===== src/rtl/irq_seq.sv =====
`default_nettype none
//==============================================================================
// irq_seq : interrupt entry/exit sequencer between the VIC and the uC core
// Rev 1.0
//==============================================================================
module irq_seq #(
    parameter int MAX_NEST = 4,
    parameter int HOLDOFF  = 3
) (
    input  logic                            clk_i,
    input  logic                            rstn_i,
    input  logic                            irq_i,
    input  logic [15:0]                     irqaddr_i,
    output logic                            irqack_o,
    input  logic                            boundary_i,
    input  logic [15:0]                     pc_i,
    input  logic                            ei_i,
    input  logic                            di_i,
    input  logic                            reti_i,
    output logic                            hold_o,
    output logic                            jump_o,
    output logic [15:0]                     jump_addr_o,
    output logic                            push_o,
    output logic [16:0]                     push_data_o,
    input  logic                            push_ready_i,
    output logic                            pop_o,
    input  logic [16:0]                     pop_data_i,
    input  logic                            pop_valid_i,
    output logic                            gie_o,
    output logic [$clog2(MAX_NEST+1)-1:0]   nest_o,
    output logic                            err_o
);

    localparam int NW = $clog2(MAX_NEST + 1);
    localparam int HW = (HOLDOFF > 0) ? $clog2(HOLDOFF + 1) : 1;

    typedef enum logic [2:0] {
        S_IDLE    = 3'd0,
        S_CAPTURE = 3'd1,
        S_ACK     = 3'd2,
        S_PUSH    = 3'd3,
        S_JUMP    = 3'd4,
        S_POP     = 3'd5,
        S_RESUME  = 3'd6
    } state_t;

    state_t          state_q;
    logic [15:0]     vector_q;
    logic [15:0]     pc_q;
    logic            sgie_q;
    logic            rgie_q;
    logic            gie_q;
    logic [NW-1:0]   nest_q;
    logic            err_q;
    logic [HW-1:0]   holdoff_q;
    logic [HW-1:0]   holdoff_d;
    logic            irqack_q;
    logic            push_q;
    logic [16:0]     push_data_q;
    logic            pop_q;
    logic            jump_q;
    logic [15:0]     jump_addr_q;

    logic            w_idle;
    logic            w_nest_nz;
    logic            w_take;

    assign w_idle    = (state_q == S_IDLE);
    assign w_nest_nz = (nest_q != '0);
    assign w_take    = w_idle & irq_i & gie_q & boundary_i
                     & (nest_q < NW'(MAX_NEST)) & (holdoff_q == '0) & ~reti_i;

    // Combinational so the core freezes in the very cycle the decision is made.
    assign hold_o      = ~w_idle | w_take | (w_idle & reti_i & w_nest_nz);

    assign irqack_o    = irqack_q;
    assign push_o      = push_q;
    assign push_data_o = push_data_q;
    assign pop_o       = pop_q;
    assign jump_o      = jump_q;
    assign jump_addr_o = jump_addr_q;
    assign gie_o       = gie_q;
    assign nest_o      = nest_q;
    assign err_o       = err_q;

    // Masks the VIC request while the acknowledged index propagates to its mask.
    always_comb begin
        holdoff_d = holdoff_q;
        if (state_q == S_ACK) begin
            holdoff_d = HW'(HOLDOFF);
        end else if (holdoff_q != '0) begin
            holdoff_d = holdoff_q - 1'b1;
        end
    end

    always_ff @(posedge clk_i or negedge rstn_i) begin
        if (!rstn_i) begin
            holdoff_q <= '0;
        end else begin
            holdoff_q <= holdoff_d;
        end
    end

    always_ff @(posedge clk_i or negedge rstn_i) begin
        if (!rstn_i) begin
            state_q     <= S_IDLE;
            vector_q    <= '0;
            pc_q        <= '0;
            sgie_q      <= 1'b0;
            rgie_q      <= 1'b0;
            gie_q       <= 1'b0;
            nest_q      <= '0;
            err_q       <= 1'b0;
            irqack_q    <= 1'b0;
            push_q      <= 1'b0;
            push_data_q <= '0;
            pop_q       <= 1'b0;
            jump_q      <= 1'b0;
            jump_addr_q <= '0;
        end else begin
            irqack_q    <= 1'b0;
            jump_q      <= 1'b0;
            jump_addr_q <= '0;
            case (state_q)
                S_IDLE: begin
                    // Return has priority over a new entry in the same cycle.
                    if (reti_i) begin
                        if (w_nest_nz) begin
                            state_q <= S_POP;
                            pop_q   <= 1'b1;
                        end else begin
                            err_q   <= 1'b1;
                        end
                    end else if (w_take) begin
                        state_q  <= S_CAPTURE;
                        vector_q <= irqaddr_i;
                        pc_q     <= pc_i;
                        sgie_q   <= gie_q;
                        gie_q    <= 1'b0;
                    end else if (di_i) begin
                        gie_q <= 1'b0;
                    end else if (ei_i) begin
                        gie_q <= 1'b1;
                    end
                end
                S_CAPTURE: begin
                    state_q  <= S_ACK;
                    irqack_q <= 1'b1;
                end
                S_ACK: begin
                    state_q     <= S_PUSH;
                    push_q      <= 1'b1;
                    push_data_q <= {sgie_q, pc_q};
                end
                S_PUSH: begin
                    if (push_ready_i) begin
                        state_q     <= S_JUMP;
                        push_q      <= 1'b0;
                        push_data_q <= '0;
                        jump_q      <= 1'b1;
                        jump_addr_q <= vector_q;
                    end
                end
                S_JUMP: begin
                    state_q <= S_IDLE;
                    nest_q  <= nest_q + 1'b1;
                end
                S_POP: begin
                    if (pop_valid_i) begin
                        state_q     <= S_RESUME;
                        pop_q       <= 1'b0;
                        rgie_q      <= pop_data_i[16];
                        jump_q      <= 1'b1;
                        jump_addr_q <= pop_data_i[15:0];
                    end
                end
                S_RESUME: begin
                    state_q <= S_IDLE;
                    gie_q   <= rgie_q;
                    if (w_nest_nz) begin
                        nest_q <= nest_q - 1'b1;
                    end
                end
                default: begin
                    state_q <= S_IDLE;
                end
            endcase
        end
    end

endmodule
`default_nettype wire


===== config.mk =====
export PLATFORM = sky130hd
export DESIGN_NAME = irq_seq
export DESIGN_NICKNAME = d
export VERILOG_FILES = /design/src/rtl/irq_seq.sv
export SDC_FILE = /design/constraint.sdc
export NUM_CORES = 1
export LEC_CHECK = 0
export ABC_AREA = 1
export CAP_MARGIN = 30
export CORE_ASPECT_RATIO = 1.1
export CORE_MARGIN = 5
export CORE_UTILIZATION = 48
export DETAILED_ROUTE_END_ITERATION = 10
export PLACE_DENSITY = 0.92
export SLEW_MARGIN = 10
export SYNTH_ARGS = -nofsm -noshare
export SYNTH_HDL_FRONTEND = slang
export SYNTH_SLANG_ARGS = --single-unit

===== constraint.sdc =====
create_clock -name clk_i -period 1.76 [get_ports clk_i]
set_input_delay 0.352 -clock clk_i [delete_from_list [all_inputs] [get_ports clk_i]]
set_output_delay 0.352 -clock clk_i [all_outputs]
set_load 0.03 [all_outputs]

# Yosys cells after proc, flatten, opt, wreduce, memory -nomap -nowiden
# Index checks and enable logic that the tools add are counted.
[totals]
mem_bits_rw = 0
ff_bits = 81
inputBits = 58
latchBits = 0
output_inout_bits = 43
rom_bits = 0
memories = 0
[op_classes]
n_reduce_logical = 17
muxes = 30
bitwise_logic = 13
multipliers = 0
n_lt_le_gt_ge = 1
shift = 0
div_mod_pow = 0
addsub = 3
eq_ne = 15
[ops]
columns = ["operator", "n"]
rows = [
  ["17-bit case mux with 2 select lines", 1],
  ["16-bit 2-to-1 mux", 2],
  ["16-bit case mux with 2 select lines", 1],
  ["3-bit 2-to-1 mux", 6],
  ["17-bit 2-to-1 mux", 1],
  ["3-bit case mux with 5 select lines", 1],
  ["2-bit nonzero test", 6],
  ["1-bit 2-to-1 mux", 11],
  ["2-bit inequality test (second input constant)", 5],
  ["3-bit == test (second input constant)", 3],
  ["3-bit AND reduction", 3],
  ["1-bit bitwise AND", 8],
  ["1-bit case mux with 2 select lines", 4],
  ["4-bit AND reduction", 2],
  ["3-bit by 2-bit == test with 1-bit output (second input constant)", 2],
  ["3-bit by 2-bit inequality test with 1-bit output (second input constant)", 2],
  ["3-bit case mux with 2 select lines", 1],
  ["2-bit AND reduction", 3],
  ["2-bit 2-to-1 mux", 2],
  ["4-bit by 3-bit inequality test with 1-bit output (second input constant)", 1],
  ["3-bit by 1-bit adder with 3-bit output (second input constant)", 1],
  ["3-bit by 1-bit == test with 1-bit output (second input constant)", 1],
  ["3-bit zero test", 1],
  ["3-bit less-than comparator (second input constant)", 1],
  ["other kinds (7)", 10],
]

# Logic depth before layout (Yosys ltp)
# Gate-level depths: netlist (run 1).
[depth]
word_depth = 10
mapped_depth = 9

# Worst setup path after synthesis (run 1)
# OpenSTA, ideal clock, no wires.
[synth_path]
path_type = "flip-flop to flip-flop"
from = "register nest_q[0], in the netlist nest_o[0]"
to = "register nest_q[2], in the netlist nest_o[2]"
path_buffers = 0
path_slack_ps = 214
arrival_ps = 1433
setup_ps = 113
period_less_slack_ps = 1546
stages_incl_launch_ff = 7
cell_sequence = "dfrtp_1 inv_1 fa_1 xnor2_1 nand3_1 nand2_1 inv_1"
[synth_between]
elab_chain_cells = 3
[synth_rtl]
columns = ["item", "line_no", "rtl"]
rows = [
  ["start: declaration", "53", "logic [NW-1:0] nest_q;"],
  ["start signal: assignment", "166", "nest_q <= nest_q + 1'b1;"],
  ["start signal: assignment", "181", "nest_q <= nest_q - 1'b1;"],
  ["3-bit by 1-bit subtractor with 3-bit output / 3-bit nonzero test (equally long branches)", "181, 69", ""],
  ["3-bit 2-to-1 mux / 2-bit inequality test (equally long branches)", "--", ""],
  ["3-bit case mux with 2 select lines / 2-bit AND reduction (equally long branches)", "--", ""],
]
# Several ways; a longest one is shown, not always the timed one. The select of a mux whose other input is x is not followed.
# A chain may end at the register's enable or synchronous reset.

# Final worst setup path (run 1)
[layout_path]
from = "register nest_q[2], in the netlist nest_o[2]"
to = "output hold_o"
[layout_between]
elab_chain_cells = 6
[layout_rtl]
columns = ["item", "line_no", "rtl"]
rows = [
  ["3-bit less-than comparator", "71", "& (nest_q < NW'(MAX_NEST)) & (holdoff_q == '0) & ~reti_i;"],
  ["1-bit bitwise AND (3 in series)", "71", ""],
  ["1-bit OR", "74", "assign hold_o = ~w_idle | w_take | (w_idle & reti_i & w_nest_nz);"],
  ["1-bit OR (*)", "74", ""],
  ["end: declaration", "20", "output logic hold_o,"],
]
# Every way passes the cells marked *; elsewhere a longest branch is shown, timed or not.

==> summary by stage, run 1 <==
STA
The worst pin sits at a relative slew slack of approximately three quarters. Across all setup checks in the final design, the least slack found is -0.0715 ns. The final max-slew violation count is 0. For the final routed database, the setup TNS stands at -0.0715 ns.

For the pin with the worst max-slew slack, the measured transition is 0.393 ns. The worst path uses 104% of the clock period. The final critical path time including I/O delays and setup is 1.83 ns. The clock tree skew after final layout is 0.00891 ns. The final number of setup-violating endpoints is 1.

Timing would allow up to around 550 MHz. Setup repair after global routing could not meet its margin everywhere. The hold violation count in the final report is 0.

Synthesis
The share of the Yosys chip area taken by registers is 57.1%. Synthesis handed over a netlist of 367 instances. Summing the areas of all compound-gate instances in the mapped netlist gives 11.7% of the synthesized area. After synthesis, the largest family of logic cells by area is simple AND/OR/NAND/NOR gates. Summing the areas of all fa, ha and maj instances in the mapped netlist gives less than 1% of the synthesized area. The post-synthesis area per instance is 9.68 µm². The synthesized netlist devotes 19.6% of its cell area to simple gates. Of the post-synthesis cell area, the part taken by muxes is 0.317%. The number of unique standard cell types used by synthesis is 29. The combined area of all synthesized cells is 0.00355 mm².

The xor-xnor portion of the synthesized cell area is 0.740%. Yosys printed 0 warnings. The total nets after synthesis is 427. The synthesized design contains 81 register bits.

CTS
The clock insertion delay at the later pin of the skew report is about 0.34 ns. The CTS clock-pin slew for the worst setup and hold paths is 0.08 ns. Clock tree synthesis inserted a total of 9 buffers. The CTS tree is yes. The clock net in this run drives a total of 81 sinks. The buffer type at the clock tree root is sky130_fd_sc_hd__clkbuf_8. Counting along the longest clock path gives a buffer depth of 2.

The maximum level of the CTS H-tree is 3.

Global route
For this run the aggregate overflow at the end of global routing stands at 0. The via count of the first global-routing pass was 3007. Across every metal layer, demand over resource in global routing totals 18.9%.

Entering global routing, the biggest net connects 40 pins. The number of antenna violations at the first check in global routing is 0. The wire length of the first global-routing pass is 13800 µm.

Drt
The pre-antenna-repair detailed-routing pass consisted of 4 iterations. Dividing the detail-routed via count by the number of cells gives 5.16. The average wire per cell in the routed design is 14.7 µm. The routed layout has just under 3000 vias. For this run, design rule violations remaining after detail routing come to 0.

The count of nets left with antenna violations once routing finished came out at 0. The first routing iteration left 179 violations. Wires add up to 8420 µm.

Worst setup path
The reg2reg setup slack is 0.06 ns. The number of cell instances on the worst register-to-register path is 9. The kind of cell with the highest combined delay along the critical path is simple AND/OR/NAND/NOR gates. The startpoint type of the worst setup path is a register. The critical path ends at hold_o. The startpoint of the most critical setup path is nest_o[2]$_DFFE_PN0P_. The signal arrival time at the worst endpoint is 1.48 ns.

The worst setup path is captured at an output pin. The worst register-to-register path ends at nest_o[2]$_DFFE_PN0P_. For this design, the slowest cell found on the critical path is sky130_fd_sc_hd__dfrtp_1. The maximum single-stage delay on the critical path is about 0.41 ns.

In this run the number of cells on the critical path is 5. The worst path buffer plus inverter count is 2. The highest fanout seen on the critical path is 4.

In this run the critical register-to-register path is launched from state_q[0]$_DFFE_PN0P_. Data on the critical path is required at its endpoint by about 1.4 ns. The category of the most critical setup path is register to output pin. Walking the worst path, the cells encountered are inv_1 > nand3_2 > nand2_2 > nand3_4 > buf_6.

Die
The vertical extent of the die is 100 µm. The die covers 0.00922 mm². The number of top-level pins is 101.

The initialized floorplan defines 33 standard-cell rows. The effective utilization at floorplan is 48.3%. The area of the core region is roughly 0.0073 mm². The horizontal extent of the die is 92.0 µm.

Layout
The multi-input combinational cells in the finished layout cover a total of 0.00124 mm². The number of antenna repair diodes is 0. The post-route netlist has 19.3% of its cells at a drive strength greater than 1.

Measured on the finished design, the core utilization comes to 67.9%. In the final design database the tool counted 543 nets. Counting the fill cells in the layout gives 524. The area added between synthesis and finish is 40.5%. The sequential cells in the finished layout cover a total of 0.00203 mm². The number of non-filler instances in the completed layout is between 500 and 600.

Worst hold path
The path class of the tightest hold or removal check is register to register. Counting instances, the worst hold path has a depth of 2.

Pwr
In this run the power density over the cells is approximately 1500 mW/mm². Summed over all cells, the static leakage comes to 0.00261 µW. The worst vdd rail ir drop is 0.000666 V.

Place
The detailed placer's ending HPWL is 5920 µm. The final weighted congestion in routability-driven placement is 0.841. The placed cell count is between 500 and 600.

The setup slack after placement is -0.0514 ns. The total of buffers placed on input and output ports is 100.

Run status
The run finished, with violations left. The checks that failed: setup timing.

Job
The max-capacitance violation count is 0.
[layout make-up]
class                      instances  area share, %
clock inverter                     5           1.13
multi-input combinational        217           24.9
inverter                          51           3.89
tap                               87           2.18
timing repair buffer             123           24.8
sequential                        81           40.6
clock buffer                       9           2.48
[power breakdown]
| group | switching (µW) | internal, µW | leakage, µW | total (µW) |
|---|---|---|---|---|
| sequential | 329 | 2500 | 0.000974 | 2830 |
| clock | 647 | 640 | 0.0000913 | 1290 |
| combinational | 2030 | 1450 | 0.00155 | 3480 |
[timing repair]
item | in CTS | in global routing
buffers inserted | 5 | 4
hold buffers | 1 | 0
endpoints found under the hold margin | 27 | 0
cloned | 0 | 0
setup endpoints to repair | 7 | 15
gates resized for setup | 16 | 21
pin swaps | 2 | 4
[registers in the layout (all words and copies together) (netlist names)]
signal / cells
push_data_o: 17
jump_addr_o: 16
pc_q: 16
vector_q: 16
nest_o: 3
state_q: 3
holdoff_q: 2
err_o: 1
gie_o: 1
irqack_o: 1
jump_o: 1
pop_o: 1
push_o: 1
rgie_q: 1
sgie_q: 1
[per-stage QoR]
step / instance area, µm² / hold WS, ns / power, µW
after floorplan: 3550 / 0.0564 / 4870
after global placement: 4640 / 0.300 / 5930
after detailed placement: 4640 / 0.301 / 6090
after CTS: 4890 / 0.458 / 7490
after global routing: 4990 / 0.481 / 8080
final: 4990 / 0.456 / 7600
[worst min path at each step]
stage                             startpoint                        to  slack (ns)
after floorplan                       rstn_i         err_o$_DFFE_PN0P_        0.06
after global placement                rstn_i  jump_addr_o[5]$_DFF_PN0_        0.30
after detailed placement              rstn_i  vector_q[10]$_DFFE_PN0P_        0.30
after CTS                 sgie_q$_DFFE_PN0P_        sgie_q$_DFFE_PN0P_        0.46
after global routing      sgie_q$_DFFE_PN0P_        sgie_q$_DFFE_PN0P_        0.48
final                     sgie_q$_DFFE_PN0P_        sgie_q$_DFFE_PN0P_        0.46
[synthesized netlist by cell type (all sizes together)]
| cell | n | area [µm²] |
|---|---|---|
| dfrtp | 81 | 2030 |
| nand2 | 63 | 249 |
| nand3 | 61 | 335 |
| inv | 51 | 191 |
| o21ai | 38 | 288 |
| nor2 | 26 | 108 |
| a21oi | 19 | 106 |
| buf | 16 | 143 |
| clkbuf | 2 | 7.51 |
| o21bai | 2 | 15.0 |
| xor2 | 2 | 17.5 |
| fa | 1 | 20.0 |
| ha | 1 | 12.5 |
| mux2 | 1 | 11.3 |
| nor3 | 1 | 5.00 |
| o211ai | 1 | 7.51 |
| xnor2 | 1 | 8.76 |
[cell families after synthesis]
group | count (synthesis)
AOI/OAI and AO/OA | 60
xor gates and xnor gates | 3
adders and majority gates | 2
buffers and inverters | 69
DFF | 81
muxes | 1
and+or+nand+nor | 151
[layer usage]
metal | share of wire (%) | vias up | global-route usage (%)
li1 | - | 1404 | -
met4 | 1.9 | 0 | 9.14
met5 | 0 | - | 0
met1 | 39 | 1414 | 22.3
met3 | 7.7 | 15 | 5.10
met2 | 52 | 121 | 32.1
[tightest hold or removal path, cell delays in order, from the launching register on]
cell                      delay [ns]
sky130_fd_sc_hd__dfrtp_1        0.33
sky130_fd_sc_hd__inv_1          0.05
sky130_fd_sc_hd__nand2_1        0.05
[cells in the final DEF, fill, tap and decap left out, drive strengths merged, types with 6 or more instances in the layout]
master / netlist / routed
nor2: 26 / 26
o21ai: 38 / 38
nand2: 63 / 63
buf: 16 / 24
inv: 51 / 52
nand3: 61 / 61
clkbuf: 2 / 9
dlymetal6s2s: 0 / 13
clkdlybuf4s50: 0 / 79
dlygate4sd2: 0 / 6
a21oi: 19 / 19
dfrtp: 81 / 81
(Power assumes the default switching activity.)
==> run 2, diff against run 1 <==
- CTS_CLUSTER_DIAMETER: default -> 30
- REMOVE_ABC_BUFFERS: default -> 1
- clock period: 1.76 -> 1.7 ns (I/O delays scaled with it)
==> summary by stage, run 2 (same netlist as run 1, synthesis figures left out) <==
Worst setup path
The number of cells on the worst reg-to-reg path is 10. The worst path buffer plus inverter count is 3. The worst register-to-register path begins at state_q[0]$_DFFE_PN0P_.

Walking the worst path, the cells encountered are buf_6 > nor2_4 > nand2_4 > inv_6 > nand3_4 > nand3_4 > buf_6. The maximum single-stage delay on the critical path is 0.39 ns. The path length in cells of the critical path is 7. The critical path data required time is 1.36 ns. Among cell families on the critical path, the largest total delay comes from flip-flops.

Along the worst path, the maximum fanout reaches 5. The startpoint type of the worst setup path is a register. The startpoint of the most critical setup path is state_q[0]$_DFFE_PN0P_.

At the worst endpoint, the arrival time is 1.46 ns. On the critical path, the stage with the largest delay is an instance of sky130_fd_sc_hd__dfrtp_1. STA classifies the critical path endpoint as an output pin. The setup path with the least slack is of type register to output pin.

Drt
The via count of the routed design is ~3000. The post-detailed-routing wire length is 8720 µm. The per-cell via count in the routed design is 5.07. The average wire per cell in the routed design is 15.1 µm. For this run, the detailed router's first-pass iteration total came to 4. The remaining routing DRC violations is 0. The count of nets left with antenna violations once routing finished came out at 0.

The DRC violation total after the first TritonRoute iteration is 136.

STA
The final max-slew violation count is 0. Headroom to the max-slew limit came out at 76.9%. Based on the critical path, the design can be clocked at up to between 500 and 600 MHz.

For the pin with the worst max-slew slack, the measured transition is 0.348 ns. Setup repair after global routing could not meet its margin everywhere. Setup violations remaining at the end of the flow were counted as 1.

The hold violation count in the final report is 0. The final critical path time including I/O delays and setup is between 1.5 and 2 ns. The share of the clock period used by the worst path after layout is 106%. After layout, the worst setup slack is -0.0979 ns. The clock tree skew after final layout is 0.00677 ns.

Global route
Entering global routing, the biggest net connects 39 pins. The first global-routing pass estimated about 14000 µm of wire. Global routing used 19.7% of the available tracks across all layers. The via count of the first global-routing pass was 3123. The number of antenna violations at the first check in global routing is 0. The final global-route overflow total is 0.

Layout
Counting the fill cells in the layout gives 559. The area added between synthesis and finish is 40.4%. Cells with a size suffix above 1 make up 20.3% of the layout. The finished cells cover 0.00499 mm². The final net count is between 500 and 600. The repair_antennas step left the layout with diodes totalling 0. Leaving out fill and tap cells, the most frequent cells in the layout are 80 x sky130_fd_sc_hd__dfrtp_1, 57 x sky130_fd_sc_hd__nand3_1, 57 x sky130_fd_sc_hd__nand2_1. The most common cell after layout, fill and taps aside is sky130_fd_sc_hd__dfrtp_1.

The register with the most flip-flops in the layout has 17 of them. The core occupancy in the finished layout is 67.9%.

Die
The number of top-level pins is 101. The effective utilization at floorplan is 48.3%. The die covers about 0.009 mm². Row generation in the floorplan step produced 33 rows. The die is between 90 and 100 µm wide. The vertical extent of the die is 100 µm.

The area of the core region is 0.00735 mm².

Place
The total of buffers placed on input and output ports is 100. Detailed placement ended at an HPWL of a little over 6000 µm. At the end of routability-driven placement, the weighted congestion stood at 0.790.

Summing all placed instances gives a cell area of 0.00468 mm².

Run status
The final reports fail on setup timing. The run finished, with violations left.

Pwr
The power after layout is 7760 µW. For this design the ratio of total power to cell area is 1560 mW/mm². The worst vdd rail ir drop is around 0.00065 V. In this run the static leakage power is roughly 0.0026 µW.

CTS
The maximum level of the CTS H-tree is 3. Buffers inserted during clock tree synthesis total 9. The CTS tree is yes. In this run the deepest clock path goes through 2 buffers. The CTS clock-pin slew for the worst setup and hold paths is ~0.080 ns.

The clock drives 81 sinks. The later pin in the worst-skew pair is clocked with a latency of between 0.3 and 0.4 ns. The buffer type at the clock tree root is sky130_fd_sc_hd__clkbuf_8.

Job
Across the run, the number of max-cap violations was 0.

Worst hold path
The class of the tightest hold or removal check is input port to asynchronous set/reset pin.
## run 2: worst paths after layout
path | end | slack [ns]
worst max-delay path | hold_o | -0.1
worst min-delay path | jump_addr_o[11]$_DFF_PN0_ | 0.42
worst max register to register | vector_q[10]$_DFFE_PN0P_ | 0.08
worst min register to register | sgie_q$_DFFE_PN0P_ | 0.47
max in group asynchronous | sgie_q$_DFFE_PN0P_ | 0.68
min in group clk_i | sgie_q$_DFFE_PN0P_ | 0.47
## run 2: where the power goes
part	internal [µW]	switching, µW	leakage (µW)
combinational	1400	2130	0.00153
sequential	2590	366	0.000974
clock	611	661	0.0000867
## run 2: final cells by class
cell class                 instances  area [µm²]  share of cell area (%)
inverter                          51         196                    3.94
clock buffer                      14         163                    3.26
clock inverter                     2        12.5                   0.251
tap                               87         109                    2.18
sequential                        81        2030                    40.7
timing repair buffer             127        1210                    24.3
multi-input combinational        217        1270                    25.4
## run 2: worst register-to-register path, stage by stage, from the launching register on
cell                      delay, ns
sky130_fd_sc_hd__dfrtp_1       0.39
sky130_fd_sc_hd__buf_6         0.13
sky130_fd_sc_hd__nor2_4        0.09
sky130_fd_sc_hd__nand2_4       0.09
sky130_fd_sc_hd__inv_6         0.10
sky130_fd_sc_hd__nand3_4       0.09
sky130_fd_sc_hd__buf_4         0.14
sky130_fd_sc_hd__buf_4         0.14
sky130_fd_sc_hd__buf_8         0.18
sky130_fd_sc_hd__nand2_1       0.11
sky130_fd_sc_hd__o21ai_2       0.06
## run 2: per-layer routing
metal,vias up,GRT usage [%],share of wire (%),wire length (µm)
li1,1408,-,-,-
met1,1385,23.0,40,3480
met2,124,32.9,49,4250
met3,20,7.65,8.7,756
met4,0,7.66,2.7,231
met5,-,0,0,0
## run 2: timing repair
item,in CTS,in global routing
resized for setup,60,11
buffers inserted,7,3
endpoints found under the setup margin,44,2
hold endpoints to repair,21,0
hold buffers,1,0
pin swaps,6,6
## run 2: stage by stage
step                setup WS (ns)  setup TNS [ns]  cells  hold slack, ns
finish                    -0.0979         -0.0979    579           0.416
global route               -0.175          -0.186    579           0.432
CTS                        -0.101          -0.116    576           0.407
detailed placement         -0.127           -1.81    552           0.253
global placement          -0.0382          -0.369    552           0.252
floorplan                  -0.134          -0.323    349          0.0444
